`src/rtl/mult_share_arbiter.sv`:
```
`default_nettype none
// ============================================================================
// Module      : mult_share_arbiter
// Description : Round-robin sharing of one sequential multiplier among
//               NUM_REQ requesters, with a watchdog that aborts hung operations.
// Revision    : 1.0 - initial release
// ============================================================================
module mult_share_arbiter #(
  parameter int NUM_REQ = 4,
  parameter int WIDTH   = 4,
  parameter int P_WIDTH = 4,
  parameter int TIMEOUT = 31
) (
  input  logic                       clk_in,
  input  logic                       rst_in,
  input  logic [NUM_REQ-1:0]         req_valid,
  input  logic [NUM_REQ*WIDTH-1:0]   req_x,
  input  logic [NUM_REQ*WIDTH-1:0]   req_y,
  output logic [NUM_REQ-1:0]         req_ready,
  output logic [NUM_REQ-1:0]         resp_valid,
  output logic [P_WIDTH-1:0]         resp_product,
  output logic                       resp_err,
  output logic [$clog2(NUM_REQ)-1:0] grant_id,
  output logic                       busy,
  output logic [WIDTH-1:0]           mul_x,
  output logic [WIDTH-1:0]           mul_y,
  output logic                       mul_start,
  input  logic                       mul_ready,
  input  logic [P_WIDTH-1:0]         mul_product
);

  localparam int                 c_ID_W      = $clog2(NUM_REQ);
  localparam int                 c_SUM_W     = c_ID_W + 1;
  localparam logic [NUM_REQ-1:0] c_ONE       = NUM_REQ'(1);
  localparam logic [7:0]         c_WDOG_LAST = 8'(TIMEOUT - 1);

  typedef enum logic [2:0] {
    S_IDLE      = 3'd0,
    S_ISSUE     = 3'd1,
    S_WAIT_ACK  = 3'd2,
    S_WAIT_DONE = 3'd3,
    S_RESP      = 3'd4
  } state_t;

  state_t              r_state;
  logic [c_ID_W-1:0]   r_rr;
  logic [c_ID_W-1:0]   r_grant_id;
  logic [7:0]          r_wdog;
  logic [NUM_REQ-1:0]  r_req_ready;
  logic [NUM_REQ-1:0]  r_resp_valid;
  logic [P_WIDTH-1:0]  r_resp_product;
  logic                r_resp_err;
  logic [WIDTH-1:0]    r_mul_x;
  logic [WIDTH-1:0]    r_mul_y;
  logic                r_mul_start;

  logic                w_found;
  logic [c_ID_W-1:0]   w_win;
  logic [c_SUM_W-1:0]  w_sum;
  logic [c_ID_W-1:0]   w_cand;
  logic                w_expired;

  // First requester at or above the rr pointer, wrapping modulo NUM_REQ.
  always_comb begin
    w_found = 1'b0;
    w_win   = '0;
    w_sum   = '0;
    w_cand  = '0;
    for (int i = 0; i < NUM_REQ; i++) begin
      w_sum = {1'b0, r_rr} + c_SUM_W'(i);
      if (w_sum >= c_SUM_W'(NUM_REQ)) begin
        w_sum = w_sum - c_SUM_W'(NUM_REQ);
      end
      w_cand = w_sum[c_ID_W-1:0];
      if (!w_found && req_valid[w_cand]) begin
        w_found = 1'b1;
        w_win   = w_cand;
      end
    end
  end

  assign w_expired = (r_wdog >= c_WDOG_LAST);

  always_ff @(posedge clk_in or negedge rst_in) begin
    if (!rst_in) begin
      r_state        <= S_IDLE;
      r_rr           <= '0;
      r_grant_id     <= '0;
      r_wdog         <= '0;
      r_req_ready    <= '0;
      r_resp_valid   <= '0;
      r_resp_product <= '0;
      r_resp_err     <= 1'b0;
      r_mul_x        <= '0;
      r_mul_y        <= '0;
      r_mul_start    <= 1'b0;
    end else begin
      r_req_ready  <= '0;
      r_resp_valid <= '0;
      r_mul_start  <= 1'b0;
      case (r_state)
        S_IDLE: begin
          if (w_found && mul_ready) begin
            r_req_ready <= c_ONE << w_win;
            r_mul_x     <= req_x[w_win*WIDTH +: WIDTH];
            r_mul_y     <= req_y[w_win*WIDTH +: WIDTH];
            r_grant_id  <= w_win;
            r_mul_start <= 1'b1;
            r_state     <= S_ISSUE;
          end
        end
        S_ISSUE: begin
          r_wdog  <= '0;
          r_state <= S_WAIT_ACK;
        end
        S_WAIT_ACK: begin
          r_wdog <= r_wdog + 8'd1;
          if (!mul_ready) begin
            r_state <= S_WAIT_DONE;
          end else if (w_expired) begin
            r_resp_product <= '0;
            r_resp_err     <= 1'b1;
            r_resp_valid   <= c_ONE << r_grant_id;
            r_state        <= S_RESP;
          end
        end
        S_WAIT_DONE: begin
          r_wdog <= r_wdog + 8'd1;
          // A completion seen on the last watchdog cycle still wins over abort.
          if (mul_ready) begin
            r_resp_product <= mul_product;
            r_resp_err     <= 1'b0;
            r_resp_valid   <= c_ONE << r_grant_id;
            r_state        <= S_RESP;
          end else if (w_expired) begin
            r_resp_product <= '0;
            r_resp_err     <= 1'b1;
            r_resp_valid   <= c_ONE << r_grant_id;
            r_state        <= S_RESP;
          end
        end
        S_RESP: begin
          r_rr       <= (r_grant_id == c_ID_W'(NUM_REQ - 1)) ? '0 : r_grant_id + 1'b1;
          r_resp_err <= 1'b0;
          r_state    <= S_IDLE;
        end
        default: r_state <= S_IDLE;
      endcase
    end
  end

  assign req_ready    = r_req_ready;
  assign resp_valid   = r_resp_valid;
  assign resp_product = r_resp_product;
  assign resp_err     = r_resp_err;
  assign grant_id     = r_grant_id;
  assign busy         = (r_state != S_IDLE);
  assign mul_x        = r_mul_x;
  assign mul_y        = r_mul_y;
  assign mul_start    = r_mul_start;

endmodule
`default_nettype wire

```
`config.mk`:
```
export PLATFORM = sky130hd
export DESIGN_NAME = mult_share_arbiter
export DESIGN_NICKNAME = d
export VERILOG_FILES = /design/src/rtl/mult_share_arbiter.sv
export SDC_FILE = /design/constraint.sdc
export NUM_CORES = 1
export LEC_CHECK = 0
export BUFFER_PORTS_ARGS = -buffer_cell sky130_fd_sc_hd__buf_2
export CORE_MARGIN = 3
export CORE_UTILIZATION = 54
export CTS_CLUSTER_SIZE = 8
export DETAILED_ROUTE_END_ITERATION = 16
export PLACE_DENSITY = 0.88
export SLEW_MARGIN = 25
export SYNTH_ARGS = -nofsm -noshare
export SYNTH_HDL_FRONTEND = slang
export SYNTH_SLANG_ARGS = --single-unit
```
`constraint.sdc`:
```
create_clock -name clk_in -period 2.6 [get_ports clk_in]
set_input_delay 0.39 -clock clk_in [delete_from_list [all_inputs] [get_ports clk_in]]
set_output_delay 0.39 -clock clk_in [all_outputs]
set_load 0.005 [all_outputs]
```
==> impl_metrics.ini <==
[clock_network]
root_buffer = clkbuf_8
clkLatencyLatePin_ns = 0.28
postCtsSetupBuffers = 0
numCtsBuffers = 5
cts_tree = yes
post_cts_resized = 0
cts_hold_buf = 0
htree_num_levels = 2
ctsLongestPathBuffers = 2
clock_sinks = 37
cts.clk_slew.worst_paths_ns = 0.07

[power_and_ir_drop]
total_power_uw = 2230
leakage_uw = 0.00123
peakVddDrop_v = 0.000423
p_per_area_nw_per_um2 = 927

[layout]
final_cells = 300
nets = 303
drive_gt1_frac = 0.354
antenna_cells = 0
stdcell_area_um2 = 2400
area_growth_pct = 21.1

[synthesis]
yosysWarnings = 0
async_flop_share = 1.00
synth.most_common_cell = dfrtp_1
synth_common_cells = dfrtp_1, nand2_1, nand4_1
syn_nets = 235
yosys.area.top_type_share = 0.466
ys_seq_area_frac = 0.466
synth_seq_cells = 37
synth.area.top_cells = dfrtp_1, mux2i_1, o31ai_1, ha_1, nand2_1
synth.distinct_cells = 42
ys_dominant_reg_cell = dfrtp_1
yosys.area.top_type = dfrtp_1
avgSynthCellArea_um2 = 10.7
syn_inst = 186
netlist_area_um2 = 1990
synth_edf_count = 0

[timing]
grt_setup_unrepaired = no
tightest_slew_ns = 0.787
hold_ws_ns = 0.190
max-slew-margin-rel = 0.476
setup_viol = 0
drv_slew = 0
finClkSkew_ns = 0.00791
fin_tns_setup_ns = 0
finalHoldViolCount = 0
finalCriticalPeriod_ns = 2.11
fmax_ghz = 0.473
finalCritPeriodShare = 0.813

[worst_setup_path]
r2r-end = mul_x[3]
critPathKind = register to register
cp-end-kind = register
critPathArrivalTime_ns = 2.27
reg2reg_depth = 5
r2r_slack_ns = 0.49
r2r_start = r_rr[1]
crit_required_ns = 2.75
startpoint = r_rr[1]
cp_max_fo = 12
start_kind = register

[place]
place_congestion = 0.871
hpwl_mm = 3.32
portBuffers = 67
place_area_um2 = 2320
dp.cells = 293

[detailed_routing]
drc = 0
routedWlPerCell_um = 15.3
wl_mm = 4.59
avgViaCountPerCell = 5.83
drtPass1Iterations = 4
via_count = 1749
drt_iter0_markers = 140
drtAntennaViolNets = 0

[grt]
grt_pass1_wl_mm = 7.54
overflow = 0
antenna_found_initial = 0
grt_max_degree = 38
grt_pass1_vias = 1645
groute.usage.overall = 0.222

[worst_hold_path]
hp-class = primary input to asynchronous set/reset pin

[floorplan]
core_region_area_um2 = 3440
floorplan.initialDensity = 0.577
die-area_um2 = 4440
die_y_um = 66.6
dieWidth_um = 66.6
io_pins = 68
num_rows = 21

[job]
maxCapViolations = 0

[status]
status = finished, final reports clean
logic make-up (layout without fill, tap and decap cells):
kind of cell	Yosys count	after routing	synth area share
compound gates	58	58	0.227
fa+ha+maj	7	7	0.0428
buf+inv	14	82	0.0472
flops	37	37	0.466
mux	12	12	0.0611
simple gates	58	58	0.155
sequential cells by signal, summed over array words and instances, names as in the netlist:
signal,count
mul_start,1
req_ready,4
resp_product,4
resp_valid,4
resp_err,1
r_state,3
r_rr,2
r_wdog,8
mul_x,4
mul_y,4
grant_id,2
cells in the final DEF, fill, tap and decap left out, types with 2 or more instances in the layout:
master	Yosys	layout
a211o_1	8	8
nor2b_1	4	4
nor3_1	2	2
o31ai_1	11	11
o211ai_2	6	6
o21ai_0	11	11
mux2i_1	11	11
inv_1	6	6
nand3_1	2	2
nor2b_2	2	2
nor2_1	8	8
nand4_1	12	12
a22o_1	4	4
dfrtp_1	37	37
ha_1	6	6
o211ai_1	4	4
clkbuf_8	0	6
nand2_1	20	20
a21oi_1	3	3
a21oi_2	2	2
buf_2	0	67
o21a_1	2	2
through the flow:
stage | setup WS, ns | utilization
2_1_floorplan | 0.924 | -
3_3_place_gp | 0.634 | 0.674
3_5_place_dp | 0.544 | 0.674
4_1_cts | 0.552 | 0.699
5_1_grt | 0.403 | 0.699
6_report | 0.486 | 0.699
critical path, stage by stage, from the launching register on:
cell and delay [ns]:
dfrtp_1 0.43, nor2b_2 0.19, o21a_1 0.31, nor3_4 0.61, mux2i_1 0.34, o211ai_2 0.11
power breakdown:
group / switching [uW] / internal (uW) / total (uW)
sequential: 152 / 755 / 907
combinational: 529 / 403 / 932
clock: 179 / 210 / 389
total: 861 / 1370 / 2230
final cells by class:
type,count,area (um^2)
tap,46,57.6
inverter,7,26.3
clock buffer,7,86.3
sequential,37,926
fill,274,1040
timing repair buffer,68,343
multi-input combinational,135,966
routing by layer:
layer  vias to the layer above  wire length, um  track usage
met5                         -                0            0
met4                         0               65       0.0888
met3                         6              319       0.0472
met2                        81             2200        0.345
met1                       827             2010        0.301
li1                        835                -            -
worst max path at each step:
stage	depth (start not counted)	endpoint	slack, ns
final	5	mul_x[3]	0.49
after global routing	5	mul_y[0]	0.40
after CTS	5	mul_x[3]	0.55
after detailed placement	6	mul_x[3]	0.54
after global placement	6	mul_x[3]	0.63
after floorplan	7	mul_x[1]	0.92
No activity file was read; power rests on OpenSTA's default activity.
